===== src/rtl/alu_sequencer_if.sv =====
// Bus bundle between the sequencer, instruction memory, register file and ALU.
interface alu_sequencer_if;
  // instruction memory
  logic        imem_req;
  logic [15:0] imem_addr;
  logic        imem_ack;
  logic [15:0] imem_rdata;
  // register file
  logic [2:0]  rf_raddr1;
  logic [2:0]  rf_raddr2;
  logic        rf_we;
  logic [2:0]  rf_waddr;
  logic [15:0] rf_wdata;
  // ALU
  logic [15:0] op1_regaddr;
  logic [15:0] op2_regaddr;
  logic [3:0]  alu_opcode;
  logic [1:0]  alu_ot;
  logic [15:0] alu_out;
  logic [15:0] alu_addr_out;
  logic        alu_za;
  logic        alu_zb;
  logic        alu_eq;
  logic        alu_gt;
  logic        alu_lt;

  modport master (
    output imem_req, imem_addr, rf_raddr1, rf_raddr2, rf_we, rf_waddr, rf_wdata,
           op1_regaddr, op2_regaddr, alu_opcode, alu_ot,
    input  imem_ack, imem_rdata, alu_out, alu_addr_out,
           alu_za, alu_zb, alu_eq, alu_gt, alu_lt
  );

  modport slave (
    input  imem_req, imem_addr, rf_raddr1, rf_raddr2, rf_we, rf_waddr, rf_wdata,
           op1_regaddr, op2_regaddr, alu_opcode, alu_ot,
    output imem_ack, imem_rdata, alu_out, alu_addr_out,
           alu_za, alu_zb, alu_eq, alu_gt, alu_lt
  );
endinterface


===== src/rtl/alu_sequencer.sv =====
// Multi-cycle control unit for the 16-bit CPU: fetch, decode, execute on the
// combinational ALU, write back to the register file, relative jumps.
module alu_sequencer #(
  parameter logic [15:0] RESET_PC      = 16'h0000,
  parameter int unsigned FETCH_TIMEOUT = 255
) (
  input  logic            clk,
  input  logic            rst,
  input  logic            start,
  alu_sequencer_if.master bus,
  output logic [4:0]      flags,
  output logic            busy,
  output logic            halted,
  output logic            fault
);

  typedef enum logic [2:0] {
    S_IDLE,
    S_FETCH,
    S_DECODE,
    S_EXECUTE,
    S_WRITEBACK,
    S_HALT
  } state_t;

  localparam logic [7:0] WAIT_LIMIT = 8'(FETCH_TIMEOUT - 1);

  state_t      state, state_nxt;
  logic [15:0] pc;
  logic [15:0] ir;
  logic [15:0] result;
  logic [2:0]  dest;
  logic [4:0]  flags_q;
  logic [7:0]  wait_cnt;
  logic        fault_q;
  logic        jump_taken;
  logic        unused_addr_bits;

  logic [1:0]  cls;
  logic [3:0]  sub;
  logic [2:0]  rd;
  logic [2:0]  rs;
  logic [15:0] offs_sext;

  assign cls       = ir[15:14];
  assign sub       = ir[13:10];
  assign rd        = ir[9:7];
  assign rs        = ir[6:4];
  assign offs_sext = {{6{ir[9]}}, ir[9:0]};

  // Only the low three bits address the 8-entry register file.
  assign unused_addr_bits = ^bus.alu_addr_out[15:3];

  // Conditional jumps test the flags latched by an earlier logic-class op.
  always_comb begin
    jump_taken = 1'b0;
    case (sub)
      4'b0001: jump_taken = 1'b1;
      4'b0010: jump_taken = flags_q[2];
      4'b0011: jump_taken = flags_q[1];
      4'b0100: jump_taken = flags_q[0];
      4'b0101: jump_taken = flags_q[4];
      default: jump_taken = 1'b0;
    endcase
  end

  // State register; reset aborts any instruction immediately.
  always_ff @(posedge clk or posedge rst) begin
    if (rst) state <= S_IDLE;
    else     state <= state_nxt;
  end

  // Next-state and control outputs.
  always_comb begin
    state_nxt       = state;
    bus.imem_req    = 1'b0;
    bus.rf_raddr1   = '0;
    bus.rf_raddr2   = '0;
    bus.op1_regaddr = '0;
    bus.op2_regaddr = '0;
    bus.alu_opcode  = '0;
    bus.alu_ot      = '0;
    bus.rf_we       = 1'b0;
    bus.rf_waddr    = '0;
    bus.rf_wdata    = '0;
    busy            = 1'b0;
    halted          = 1'b0;
    if (state == S_DECODE || state == S_EXECUTE || state == S_WRITEBACK) begin
      bus.rf_raddr1   = rd;
      bus.rf_raddr2   = rs;
      bus.op1_regaddr = {13'b0, rd};
      bus.op2_regaddr = {13'b0, rs};
    end
    case (state)
      S_IDLE: if (start) state_nxt = S_FETCH;
      S_FETCH: begin
        busy         = 1'b1;
        bus.imem_req = 1'b1;
        if (bus.imem_ack)              state_nxt = S_DECODE;
        else if (wait_cnt == WAIT_LIMIT) state_nxt = S_HALT;
      end
      S_DECODE: begin
        busy      = 1'b1;
        state_nxt = S_EXECUTE;
      end
      S_EXECUTE: begin
        busy           = 1'b1;
        bus.alu_opcode = sub;
        bus.alu_ot     = cls;
        if (cls == 2'b11)                        state_nxt = (sub == 4'b1111) ? S_HALT : S_FETCH;
        else if (cls == 2'b10 && sub == 4'b1111) state_nxt = S_FETCH;
        else                                     state_nxt = S_WRITEBACK;
      end
      S_WRITEBACK: begin
        busy         = 1'b1;
        bus.rf_we    = 1'b1;
        bus.rf_waddr = dest;
        bus.rf_wdata = result;
        state_nxt    = S_FETCH;
      end
      S_HALT: begin
        halted = 1'b1;
        if (start) state_nxt = S_FETCH;
      end
      default: state_nxt = S_IDLE;
    endcase
  end

  // Datapath: pc, instruction, result/destination, flags, fetch timeout.
  always_ff @(posedge clk or posedge rst) begin
    if (rst) begin
      pc       <= RESET_PC;
      ir       <= '0;
      result   <= '0;
      dest     <= '0;
      flags_q  <= '0;
      wait_cnt <= '0;
      fault_q  <= 1'b0;
    end else begin
      case (state)
        S_FETCH: begin
          if (bus.imem_ack) begin
            ir       <= bus.imem_rdata;
            pc       <= pc + 16'd1;
            wait_cnt <= '0;
          end else if (wait_cnt == WAIT_LIMIT) begin
            fault_q  <= 1'b1;
            wait_cnt <= '0;
          end else begin
            wait_cnt <= wait_cnt + 8'd1;
          end
        end
        S_EXECUTE: begin
          if (cls != 2'b11) begin
            result <= bus.alu_out;
            dest   <= bus.alu_addr_out[2:0];
            if (cls == 2'b10)
              flags_q <= {bus.alu_za, bus.alu_zb, bus.alu_eq, bus.alu_gt, bus.alu_lt};
          end else if (jump_taken) begin
            pc <= pc + offs_sext;
          end
        end
        S_HALT: begin
          if (start) begin
            pc      <= RESET_PC;
            fault_q <= 1'b0;
          end
        end
        default: ;
      endcase
    end
  end

  assign bus.imem_addr = pc;
  assign flags         = flags_q;
  assign fault         = fault_q;

endmodule


===== src/flat_wrapper.sv =====
// flat-port wrapper written by rule: the top's interface ports become plain ports
module alu_sequencer_flat 
#(
  parameter logic [15:0] RESET_PC      = 16'h0000,
  parameter int unsigned FETCH_TIMEOUT = 255
)
  (clk, rst, start, flags, busy, halted, fault, bus_imem_req, bus_imem_addr, bus_rf_raddr1, bus_rf_raddr2, bus_rf_we, bus_rf_waddr, bus_rf_wdata, bus_op1_regaddr, bus_op2_regaddr, bus_alu_opcode, bus_alu_ot, bus_imem_ack, bus_imem_rdata, bus_alu_out, bus_alu_addr_out, bus_alu_za, bus_alu_zb, bus_alu_eq, bus_alu_gt, bus_alu_lt);
  alu_sequencer_if bus_i ();
  input  logic clk;
  input  logic rst;
  input  logic start;
  output logic [4:0] flags;
  output logic busy;
  output logic halted;
  output logic fault;
  output wire logic [$bits(bus_i.imem_req)-1:0] bus_imem_req;
  output wire logic [$bits(bus_i.imem_addr)-1:0] bus_imem_addr;
  output wire logic [$bits(bus_i.rf_raddr1)-1:0] bus_rf_raddr1;
  output wire logic [$bits(bus_i.rf_raddr2)-1:0] bus_rf_raddr2;
  output wire logic [$bits(bus_i.rf_we)-1:0] bus_rf_we;
  output wire logic [$bits(bus_i.rf_waddr)-1:0] bus_rf_waddr;
  output wire logic [$bits(bus_i.rf_wdata)-1:0] bus_rf_wdata;
  output wire logic [$bits(bus_i.op1_regaddr)-1:0] bus_op1_regaddr;
  output wire logic [$bits(bus_i.op2_regaddr)-1:0] bus_op2_regaddr;
  output wire logic [$bits(bus_i.alu_opcode)-1:0] bus_alu_opcode;
  output wire logic [$bits(bus_i.alu_ot)-1:0] bus_alu_ot;
  input wire logic [$bits(bus_i.imem_ack)-1:0] bus_imem_ack;
  input wire logic [$bits(bus_i.imem_rdata)-1:0] bus_imem_rdata;
  input wire logic [$bits(bus_i.alu_out)-1:0] bus_alu_out;
  input wire logic [$bits(bus_i.alu_addr_out)-1:0] bus_alu_addr_out;
  input wire logic [$bits(bus_i.alu_za)-1:0] bus_alu_za;
  input wire logic [$bits(bus_i.alu_zb)-1:0] bus_alu_zb;
  input wire logic [$bits(bus_i.alu_eq)-1:0] bus_alu_eq;
  input wire logic [$bits(bus_i.alu_gt)-1:0] bus_alu_gt;
  input wire logic [$bits(bus_i.alu_lt)-1:0] bus_alu_lt;
  assign bus_imem_req = bus_i.imem_req;
  assign bus_imem_addr = bus_i.imem_addr;
  assign bus_rf_raddr1 = bus_i.rf_raddr1;
  assign bus_rf_raddr2 = bus_i.rf_raddr2;
  assign bus_rf_we = bus_i.rf_we;
  assign bus_rf_waddr = bus_i.rf_waddr;
  assign bus_rf_wdata = bus_i.rf_wdata;
  assign bus_op1_regaddr = bus_i.op1_regaddr;
  assign bus_op2_regaddr = bus_i.op2_regaddr;
  assign bus_alu_opcode = bus_i.alu_opcode;
  assign bus_alu_ot = bus_i.alu_ot;
  assign bus_i.imem_ack = bus_imem_ack;
  assign bus_i.imem_rdata = bus_imem_rdata;
  assign bus_i.alu_out = bus_alu_out;
  assign bus_i.alu_addr_out = bus_alu_addr_out;
  assign bus_i.alu_za = bus_alu_za;
  assign bus_i.alu_zb = bus_alu_zb;
  assign bus_i.alu_eq = bus_alu_eq;
  assign bus_i.alu_gt = bus_alu_gt;
  assign bus_i.alu_lt = bus_alu_lt;
  alu_sequencer #(.RESET_PC(RESET_PC), .FETCH_TIMEOUT(FETCH_TIMEOUT)) u_core (.clk(clk), .rst(rst), .start(start), .bus(bus_i), .flags(flags), .busy(busy), .halted(halted), .fault(fault));
endmodule

===== config.mk =====
export PLATFORM = sky130hd
export DESIGN_NAME = alu_sequencer_flat
export DESIGN_NICKNAME = d
export VERILOG_FILES = /design/src/rtl/alu_sequencer_if.sv /design/src/rtl/alu_sequencer.sv /design/src/flat_wrapper.sv
export SDC_FILE = /design/constraint.sdc
export NUM_CORES = 1
export LEC_CHECK = 0
export ABC_AREA = 1
export BUFFER_PORTS_ARGS = -buffer_cell sky130_fd_sc_hd__buf_2
export CORE_MARGIN = 1.5
export CORE_UTILIZATION = 33
export CTS_BUF_LIST = sky130_fd_sc_hd__clkbuf_16
export DETAILED_ROUTE_END_ITERATION = 8
export SYNTH_ARGS = -nofsm -noshare
export SYNTH_HDL_FRONTEND = slang
export SYNTH_SLANG_ARGS = --single-unit

===== constraint.sdc =====
create_clock -name clk -period 3.55 [get_ports clk]
set_clock_uncertainty 0.2 [all_clocks]
set_input_delay 0.1775 -clock clk [delete_from_list [all_inputs] [get_ports clk]]
set_output_delay 0.1775 -clock clk [all_outputs]
set_load 0.02 [all_outputs]

# == Yosys cells after proc, flatten, opt, wreduce, memory -nomap -nowiden ==
# Cells that the tools add are included.
# word_totals
regBits,68
input_bits,57
word_cells,79
# op_classes
add_sub_neg,3
n_eq_ne,23
muxes,31
reduce_logical,14
# ops
operator,n
2-to-1 mux 16 bit,5
one-hot mux 16 bit (3 select lines),1
2-to-1 mux 3 bit,11
"adder 16 x 1 -> 16 bit, second input constant",1
adder 16 bit,1
2-to-1 mux 8 bit,2
one-hot mux 3 bit (5 select lines),1
"!= test 2 bit, second input constant",5
"adder 8 x 1 -> 8 bit, second input constant",1
"equality test 4 x 2 -> 1 bit, second input constant",2
"equality test 4 x 3 -> 1 bit, second input constant",2
"equality test 8 bit, second input constant",1
2-to-1 mux 1 bit,7
"equality test 3 x 2 -> 1 bit, second input constant",2
"equality test 3 bit, second input constant",2
"!= test 2 x 1 -> 1 bit, second input constant",3
AND reduction 2 bit,3
one-hot mux 1 bit (5 select lines),1
AND reduction 5 bit,1
"equality test 2 bit, second input constant",2
"equality test 4 x 1 -> 1 bit, second input constant",1
"equality test 4 bit, second input constant",1
2-to-1 mux 4 bit,1
AND reduction 4 bit,1
other kinds (12),13

# == Depth between registers and ports, before layout ==
# Gate-level depths: netlist (run 1).
# depth
depth_word,5
ltp_mapped,18
mapped_depth_nobuf,17

# == Worst setup path before layout (run 1) ==
# OpenSTA, ideal clock, no wires.
# synth_timing
path_type,reg-to-reg
start,reg u_core.state[1]
end,"reg u_core.pc[14], in the netlist u_core.bus.imem_addr[14]"
arrival_time_ns,2.184
setup_slack_ns,1.049
path_stages_with_launch,19
period_less_slack_ns,2.501
cell_sequence,dfrtp_1 > nand2_1 > nor2_2 > buf_6 > inv_2 > clkbuf_1 > nor2_1 > ha_1 > nand2_1 > nor2_1 > nand2_1 > nand3_1 > nand2_1 > nor2_2 > nand2_1 > nand3_1 > nand2_1 > nand3_1 > nand2_1
# synth_via
elab_chain_cells,3
# synth_lines
item,line_no,source
"start, declared",alu_sequencer.sv:28,"state_t state, state_nxt;"
"start signal, assigned",alu_sequencer.sv:70,else state <= state_nxt;
equality test 3 x 2 -> 1 bit (tied with other cells),alu_sequencer.sv:140,case (state)
!= test 2 x 1 -> 1 bit (no line) (tied with other cells),--,
AND reduction 5 bit (no line),--,
"end signal, assigned",alu_sequencer.sv:144,pc <= pc + 16'd1;
"end signal, assigned",alu_sequencer.sv:160,pc <= pc + offs_sext;
"end, declared",alu_sequencer.sv:29,logic [15:0] pc;
# Parallel ways exist; a longest one is shown, timed or not.
# A chain may end at the register's enable or synchronous reset.

# == Final worst setup path (run 1) ==
# layout_timing
start,reg u_core.state[0]
end,"reg u_core.pc[14], in the netlist u_core.bus.imem_addr[14]"
# Same word-level chain as after synthesis.

==> reports/metrics.yaml, run 1 <==
status:
  status: "finished, final reports clean"
clock_network:
  cts_tree: "built"
  path_clk_slew_ns: 0.06
  root_buffer: "clkbuf_16"
  cts_setup_buffers: 0
  cts_made_buffers: 9
  ctsHoldBuffers: 42
  ctsHtreeMaxLevel: 3
  cts_sinks: 68
  clock_path_buffers: 2
  cts_resized: 0
  clk_latency_ns: 0.33
yosys:
  synth-edff-count: 0
  ys_ff_latch: 68
  syn_inst: 548
  synthesis.area_um2: 4190
  ys.warnings.count: 0
  synth_top_area_cell: "dfrtp_1"
  async_reset_ff_share_pct: 100
  synth_top_area_share_pct: 40.6
  synthFlopType: "dfrtp_1"
  ys_top_cells_by_area: "dfrtp_1 (41%), nand2_1 (8.7%), nor2_1 (7.9%)"
  ys_seq_area_share_pct: 40.6
  synth.distinct_cells: 42
  synth.avg_cell_area_um2: 7.65
sta:
  relSlewSlack_pct: 54.3
  tightest_slew_ns: 0.685
  whs_ns: 0.0377
  drv_slew: 0
  min_period_over_period_pct: 78.5
  fmax_mhz: 359
  tns_ns: 0
  setup_viol: 0
  worst_slack_ns: 0.764
  grt_setup_unrepaired: "false"
  final_hold_viol_count: 0
  post-route-min-period_ns: 2.79
floorplanning:
  core_um2: 12200
  io_pins: 146
  die_h_um: 116
  fp.dieArea_um2: 13400
  rows: 40
  initial_core_util_pct: 34.3
  die_x_um: 116
global_routing:
  grt_usage_pct: 16.7
  antenna_found_initial: 0
  grt.overflow.total: 0
  grt_max_degree: 39
  grt_first_pass_wirelength_um: 17400
  grt_pass1_vias: 3758
worst_setup_path:
  critical_path_buf_inv_count: 3
  critPathSlowestCell: "dfrtp_1"
  critPathTopFamily: "simple AND/OR/NAND/NOR gates"
  setup.worst_path.class: "reg2reg"
  regToRegStartpoint: "u_core.state[0]$_DFFE_PP0P_"
  startpoint: "u_core.state[0]$_DFFE_PP0P_"
  worst-path-max-fanout: 13
  cp-start-kind: "flip-flop"
  worstPathCellList: "nand2_1 -> nor2_2 -> inv_2 -> or2_2 -> ha_1 -> inv_1 -> fa_1 -> inv_1 -> nand2_1 -> nand3_1 -> nand2_1 -> nor2_2 -> nand2_1 -> nand3_1 -> nand2_1 -> nand3_1 -> nand2_1"
  cp.required_ns: 3.57
  cpPeakStageDelay_ns: 0.45
  end_kind: "flip-flop"
  arrival_ns: 2.81
  path_common_cell: "nand2_1"
finish:
  fill_cells: 1243
  design_area_um2: 5450
  syn2layout_area_growth_pct: 30.0
  layoutNonFillerInstCount: 866
  layout.nets: 764
  final_common_cell: "buf_2"
  layout_common_cells: "buf_2 (106), nand2_1 (97), nor2_1 (88), dfrtp_1 (68), inv_1 (64)"
  diodes: 0
  layout-drive-gt1-share_pct: 24.4
drt:
  drc: 0
  wl_per_cell_um: 12.5
  drtIter0Drc: 146
  drtAntennaViolNets: 0
  vias: 3902
  firstDrtPassIters: 4
  routed_wl_um: 10800
  vias_per_cell: 4.51
placed_design:
  place.gp.congestion: 0.882
  io_buffers: 106
  place_area_um2: 4770
  dp.cells: 808
  dp_hpwl_um: 7860
  place_ws_ns: 0.814
hold_path:
  hp-start: "bus_imem_ack"
  hold_class: "in2reg"
power_and_ir_drop:
  p_leak_nw: 2.96
  ir_drop_mv: 0.382
  powerDensity_nw_per_um2: 790
job:
  max_cap_viol_count: 0
[kinds of logic (layout without fill, tap and decap cells)]
group / Yosys count / count (layout) / share of synthesized area (%)
AO/OA/AOI/OAI: 82 / 82 / 10.4
XOR/XNOR: 10 / 10 / 2.09
adder cells (fa/ha/maj): 14 / 14 / 4.36
buffers and inverters: 117 / 242 / 13.8
flip-flops: 68 / 68 / 40.6
multiplexers: 8 / 8 / 2.15
other: 1 / 26 / 0.0894
AND/OR/NAND/NOR: 248 / 248 / 26.6
[tightest hold or removal path, cell delays in order]
cell and delay (ns):
buf_2 0.11, nor2_4 0.05, a21oi_1 0.14, a21oi_1 0.05
[where the power goes]
| part | total, W | internal, W | switching, W |
|---|---|---|---|
| clock network | 0.000807 | 0.000468 | 0.000339 |
| logic | 0.00217 | 0.000723 | 0.00145 |
| registers | 0.00133 | 0.00110 | 0.000230 |
| total | 0.00431 | 0.00230 | 0.00202 |
[Yosys cell counts, types with 7 or more instances]
| cell | n |
|---|---|
| nand2_2 | 8 |
| o21ai_1 | 10 |
| xor2_1 | 7 |
| nand2_1 | 97 |
| nand3_1 | 22 |
| ha_1 | 13 |
| inv_1 | 65 |
| a21oi_1 | 47 |
| clkbuf_1 | 7 |
| dfrtp_1 | 68 |
| nor2_1 | 88 |
| o21ai_0 | 13 |
| buf_4 | 33 |
| nor2_2 | 9 |
[state kept, by name, summed over array words and instances (netlist names)]
| signal | flops |
|---|---|
| u_core.flags | 5 |
| u_core.wait_cnt | 8 |
| u_core.fault | 1 |
| u_core.state | 3 |
| u_core.dest | 3 |
| u_core.ir | 16 |
| u_core.bus.imem_addr | 16 |
| u_core.result | 16 |
[worst paths after layout]
check	to	slack [ns]	depth (start not counted)
max	u_core.bus.imem_addr[14]$_DFFE_PP0P_	0.76	17
min	u_core.fault$_DFFE_PP0P_	0.04	4
max reg2reg	u_core.bus.imem_addr[14]$_DFFE_PP0P_	0.76	17
min reg2reg	u_core.flags[3]$_DFFE_PP0P_	0.30	1
max in group asynchronous	u_core.ir[10]$_DFFE_PP0P_	2.11	4
min in group asynchronous	u_core.bus.imem_addr[15]$_DFFE_PP0P_	0.30	3
[metal layers]
metal	vias up	share of wire, %	global-route usage, %
li1	1970	-	-
met1	1792	46	21.8
met2	126	47	27.3
met3	14	5.0	2.67
met4	0	2.0	7.40
met5	-	0	0
[final cells by class]
class                           count  area (um^2)  share of cell area, %
Multi-Input combinational cell    388         2010                   36.8
Sequential cell                    68         1700                   31.2
Timing Repair Buffer              153          988                   18.1
Inverter                           73          277                   5.07
Clock buffer                        9          225                   4.13
Tap cell                          168          210                   3.85
Clock inverter                      7         42.5                  0.780
[metrics by stage]
step | total power (W) | util (%)
global route | 0.00467 | 44.7
finish | 0.00431 | 44.7
CTS | 0.00434 | 44.7
global placement | 0.00342 | 39.0
floorplan | 0.00293 | -
detailed placement | 0.00347 | 39.0
Power figures use the tool's default switching activity.
==> run 2: changes to the inputs <==
Settings changed: ABC_AREA 1 to 0.
Clock period 3.55 ns to 2.8 ns, I/O delays scaled along.
==> run 2 against run 1 <==
Against the previous run: synthesized area grew 0.87%; maximum frequency grew 0.66%; final cell count decreased by 14%; hold slack gained 0.13 ns; register-to-register slack lost 0.73 ns; sequential power rose by 35%; synthesized cell count shrank 24%; critical endpoint is now u_core.bus.imem_addr[11]$_DFFE_PP0P_; non-clock buffer count grew 17; routed wire length down 4.2%.
==> reports/metrics.yaml, run 2 <==
status:
  status: "finished, final reports clean"
drt:
  drtIter0Drc: 221
  firstDrtPassIters: 4
  vias_per_cell: 4.75
  drtAntennaViolNets: 0
  routed_wl_um: 10400
  drc: 0
  wl_per_cell_um: 13.9
  vias: 3558
finish:
  seqCellArea_um2: 1700
  final_common_cell: "buf_2"
  syn2layout_area_growth_pct: 36.0
  final_core_util_pct: 45.8
  layout-drive-gt1-share_pct: 37.8
  fill_cells: 1185
  layout_common_cells: "buf_2 (106), dfrtp_1 (68), dlygate4sd3_1 (43), mux2_2 (35), nand2_1 (33)"
  diodes: 0
  layoutNonFillerInstCount: 749
  multi_input_area_um2: 2380
  design_area_um2: 5750
  layout.nets: 643
worst_setup_path:
  arrival_ns: 2.83
  worst-path-max-fanout: 6
  cp-start-kind: "flip-flop"
  cp.required_ns: 2.87
  end_kind: "flip-flop"
  setup.worst_path.class: "reg2reg"
power_and_ir_drop:
  combPwrFrac_pct: 50.1
  ir_drop_mv: 0.484
  p_switching_w: 0.00243
  p_seq_share_pct: 30.6
  p_int_w: 0.00340
  p_leak_nw: 2.73
  p_clk_share_pct: 19.3
  powerDensity_nw_per_um2: 1010
  switching_share_pct: 41.6
clock_network:
  clk_latency_ns: 0.33
  root_buffer: "clkbuf_16"
  path_clk_slew_ns: 0.05
  clock_path_buffers: 2
  cts_sinks: 68
  cts_made_buffers: 9
  cts_tree: "built"
  ctsHtreeMaxLevel: 3
hold_path:
  hold_class: "in2async"
yosys:
  synth.avg_cell_area_um2: 10.2
  ys_ff_latch: 68
  synth.distinct_cells: 68
  ys_top_cells_by_area: "dfrtp_1 (40%), mux2_2 (9.3%), buf_4 (6.2%)"
  synth_top_area_share_pct: 40.2
  ys_seq_area_share_pct: 40.2
  synthesis.area_um2: 4230
  synthFlopType: "dfrtp_1"
  ys.warnings.count: 0
  async_reset_ff_share_pct: 100
  syn_inst: 414
  synth-edff-count: 0
  post-synth-top-count-cell: "dfrtp_1"
  synth_top_area_cell: "dfrtp_1"
  netlist_top_cells_count: "dfrtp_1 (68), buf_4 (35), mux2_2 (35)"
sta:
  whs_ns: 0.169
  drv_slew: 0
  fmax_mhz: 361
  post-route-min-period_ns: 2.77
  tns_ns: 0
  setup_viol: 0
  final_hold_viol_count: 0
  tightest_slew_ns: 0.775
  min_period_over_period_pct: 98.8
  relSlewSlack_pct: 48.3
  grt_setup_unrepaired: "true"
floorplanning:
  initial_core_util_pct: 33.7
  core_um2: 12600
  fp.dieArea_um2: 13500
  rows: 41
  io_pins: 146
  die_h_um: 116
  die_x_um: 116
global_routing:
  grt_first_pass_wirelength_um: 16700
  antenna_found_initial: 0
  grt_pass1_vias: 3370
  grt_max_degree: 26
  grt.overflow.total: 0
  grt_usage_pct: 16.0
placed_design:
  place.gp.congestion: 0.797
  place_area_um2: 4860
  dp.cells: 682
  dp_hpwl_um: 7190
  io_buffers: 106
job:
  max_cap_viol_count: 0
[run 2: final cells by class]
type / count / area share (%)
clock buffer: 9 / 3.92
clock inverter: 7 / 1.17
inverter: 11 / 0.718
multi-input combinational: 312 / 41.4
sequential: 68 / 29.6
tap: 172 / 3.74
timing repair buffer: 170 / 19.4
[run 2: cells by family (layout without fill, tap and decap cells)]
| kind of cell | Yosys count | in the layout | share of synthesized area (%) |
|---|---|---|---|
| xor gates and xnor gates | 9 | 9 | 1.86 |
| buffers and inverters | 60 | 197 | 9.17 |
| DFF | 68 | 68 | 40.2 |
| adders and majority gates | 14 | 14 | 4.32 |
| and+or+nand+nor | 137 | 138 | 18.8 |
| muxes | 43 | 43 | 11.4 |
| other | 1 | 26 | 0.0886 |
| AOI/OAI and AO/OA | 82 | 82 | 14.2 |
[run 2: what timing repair did]
item / in CTS / in global routing
hold buffers: 43 / 0
resized for setup: 0 / 15
endpoints found under the setup margin: 0 / 7
endpoints found under the hold margin: 65 / 0
buffers inserted: 0 / 7
[run 2: per-stage QoR]
stage	setup slack, ns	power, W
after CTS	0.0139	0.00569
after global placement	0.0786	0.00442
after detailed placement	0.0223	0.00449
after global routing	-0.0430	0.00626
after floorplan	-0.0105	0.00383
final	0.0324	0.00583
[run 2: path summary, 6_finish.rpt]
path	slack, ns	depth (start not counted)	end	start
worst max-delay path	0.03	11	u_core.bus.imem_addr[11]$_DFFE_PP0P_	u_core.state[2]$_DFFE_PP0P_
worst min-delay path	0.17	3	u_core.ir[10]$_DFFE_PP0P_	rst
worst max register to register	0.03	11	u_core.bus.imem_addr[11]$_DFFE_PP0P_	u_core.state[2]$_DFFE_PP0P_
worst min register to register	0.29	1	u_core.wait_cnt[7]$_DFFE_PP0P_	u_core.wait_cnt[7]$_DFFE_PP0P_
max in group asynchronous	1.49	4	u_core.ir[2]$_DFFE_PP0P_	rst
min in group clk	0.29	1	u_core.wait_cnt[7]$_DFFE_PP0P_	u_core.wait_cnt[7]$_DFFE_PP0P_
[run 2: critical path, stage by stage (launching register included)]
cell       delay [ns]
dfrtp_1          0.39
and3b_2          0.29
buf_4            0.13
nand2_4          0.05
inv_2            0.06
ha_4             0.20
a211oi_4         0.30
o21bai_4         0.13
o2111ai_4        0.32
and2_4           0.23
mux2_1           0.32
nand3_1          0.08
[run 2: metal layers]
layer / part of all wire, % / global-route usage (%) / up-vias
met5: 0 / 0 / -
met4: 1.7 / 5.28 / 0
met3: 5.0 / 4.67 / 14
met2: 48 / 25.8 / 114
met1: 46 / 20.6 / 1717
li1: - / - / 1713
[run 2: power by group through the flow]
stage          registers, W  clock network (W)  logic [W]
2_1_floorplan       0.00181                  0    0.00202
6_report            0.00179            0.00112    0.00292
3_3_place_gp        0.00175                  0    0.00267
5_1_grt             0.00186            0.00121    0.00319
3_5_place_dp        0.00177                  0    0.00272
4_1_cts             0.00176            0.00116    0.00278
==> run 3: changes to the inputs <==
Clock period 2.8 ns to 3.35 ns, I/O delays scaled along.
==> run 3 against run 2 <==
Against the previous run: sequential power fell by 17%; register-to-register slack gained 0.31 ns; clock-buffer cell count did not move; sequential share of layout area up 1.2 points; hold slack worse by 0.081 ns; maximum frequency decreased by 8.0%; via count shrank 2.2%; worst setup slack improved by 0.31 ns.
==> reports/metrics.yaml, run 3 (synthesis results as in run 2) <==
status:
  status: "finished, final reports clean"
sta:
  setup_viol: 0
  grt_setup_unrepaired: "false"
  relSlewSlack_pct: 50.4
  final_hold_viol_count: 0
  min_period_over_period_pct: 89.8
  fmax_mhz: 332
  worst_slack_ns: 0.342
  drv_slew: 0
  tns_ns: 0
  tightest_slew_ns: 0.744
  post-route-min-period_ns: 3.01
power_and_ir_drop:
  ir_drop_mv: 0.475
  powerDensity_nw_per_um2: 852
  p_leak_nw: 2.65
floorplanning:
  die_h_um: 116
  fp.dieArea_um2: 13500
  rows: 41
  initial_core_util_pct: 33.7
  core_um2: 12600
  die_x_um: 116
  io_pins: 146
worst_setup_path:
  path_common_cell: "nand2b_1"
  critPathSlowestCell: "dfrtp_2"
  cp-start-kind: "flip-flop"
  setup.worst_path.class: "reg2reg"
  cpPeakStageDelay_ns: 0.45
  cp.required_ns: 3.34
  worstPathCellList: "and3b_1 -> nand2b_1 -> ha_1 -> inv_1 -> fa_1 -> nand2b_1 -> a21oi_1 -> o21a_1 -> o211ai_1 -> a41oi_1 -> o311ai_1"
  worst-path-max-fanout: 9
  end_kind: "flip-flop"
  arrival_ns: 2.99
job:
  max_cap_viol_count: 0
clock_network:
  ctsHtreeMaxLevel: 3
  clock_path_buffers: 2
  cts_sinks: 68
  path_clk_slew_ns: 0.06
  cts_tree: "built"
  clk_latency_ns: 0.33
  cts_setup_buffers: 0
  root_buffer: "clkbuf_16"
  cts_made_buffers: 9
finish:
  multi_input_area_um2: 2240
  seqCellArea_um2: 1700
  syn2layout_area_growth_pct: 30.7
  fill_cells: 1193
  final_common_cell: "buf_2"
  layout.nets: 628
  layout_common_cells: "buf_2 (106), dfrtp_1 (67), dlygate4sd3_1 (43), mux2_2 (35), nand2_1 (34)"
  diodes: 0
  layout-drive-gt1-share_pct: 33.8
drt:
  drtIter0Drc: 190
  routed_wl_um: 10000
  drc: 0
  vias_per_cell: 4.74
  wl_per_cell_um: 13.6
  drtAntennaViolNets: 0
  vias: 3480
  firstDrtPassIters: 5
hold_path:
  hold_class: "in2async"
placed_design:
  place_ws_ns: 0.275
  dp_hpwl_um: 7000
  place.gp.congestion: 0.826
  io_buffers: 106
global_routing:
  antenna_found_initial: 0
  grt.overflow.total: 0
  grt_first_pass_wirelength_um: 16500
  grt_usage_pct: 15.5
  grt_max_degree: 38
  grt_pass1_vias: 3443
## run 3: changes by cell type in the layout (fill, tap and decap cells not counted), moves of 2 or more
| cell | previous run | this run |
|---|---|---|
| ha_4 | 5 | 0 |
| buf_4 | 21 | 7 |
| clkinvlp_4 | 0 | 2 |
| inv_1 | 7 | 9 |
| clkinv_2 | 4 | 1 |
| a21oi_1 | 15 | 17 |
| ha_1 | 8 | 13 |
## run 3: worst paths after layout
check                                       startpoint                                   end  slack (ns)  cells after the start
setup / recovery           u_core.state[2]$_DFFE_PP0P_  u_core.bus.imem_addr[10]$_DFFE_PP0P_        0.34                     11
max in group asynchronous                          rst           u_core.state[2]$_DFFE_PP0P_        2.11                      4
hold / removal                                     rst             u_core.ir[12]$_DFFE_PP0P_        0.09                      3
hold reg to reg            u_core.flags[3]$_DFFE_PP0P_           u_core.flags[3]$_DFFE_PP0P_        0.29                      1
setup reg to reg           u_core.state[2]$_DFFE_PP0P_  u_core.bus.imem_addr[10]$_DFFE_PP0P_        0.34                     11
min in group clk           u_core.flags[3]$_DFFE_PP0P_           u_core.flags[3]$_DFFE_PP0P_        0.29                      1
## run 3: report_power, final
part           internal (W)  switching, W
clock network      0.000649      0.000363
logic              0.000957       0.00127
registers           0.00118      0.000293
total               0.00279       0.00192
## run 3: metrics by stage
stage                     hold WS (ns)  area [um^2]  std cells  utilization [%]  total power, W
after floorplan                 0.0532         4320        439                -         0.00318
after global placement          -0.115         4780        675             38.0         0.00361
after detailed placement        -0.115         4780        675             38.0         0.00368
after CTS                       0.0841         5530        734             44.0         0.00475
after global routing            0.0885         5530        734             44.0         0.00506
final                           0.0875         5530        734             44.0         0.00471
## run 3: cell type report
cell class / count / area share, %
clock buffers: 9 / 4.07
clock inverters: 7 / 1.67
inverters: 11 / 0.747
multi-input cells: 311 / 40.5
flip-flops and latches: 68 / 30.8
well taps: 172 / 3.89
repair buffers: 156 / 18.3
## run 3: critical path: cells and delay by family, from the launching register on
family | cells | cell delay (ns)
compound gates | 5 | 1.00
fa+ha+maj | 2 | 0.60
simple gates | 3 | 0.55
flops | 1 | 0.45
buf+inv | 1 | 0.07
## run 3: metal layers
layer  routed length (um)  track usage, %  vias up
met5                    0               0        -
met4                  231            7.24        0
met3                  530            3.53       23
met2                 4730            25.9      130
met1                 4510            19.2     1644
li1                     -               -     1683
## run 3: what timing repair did
item	4_1_cts	5_1_grt
hold buffers	43	0
endpoints found under the setup margin	0	1
hold endpoints to repair	110	0
resized for setup	0	1
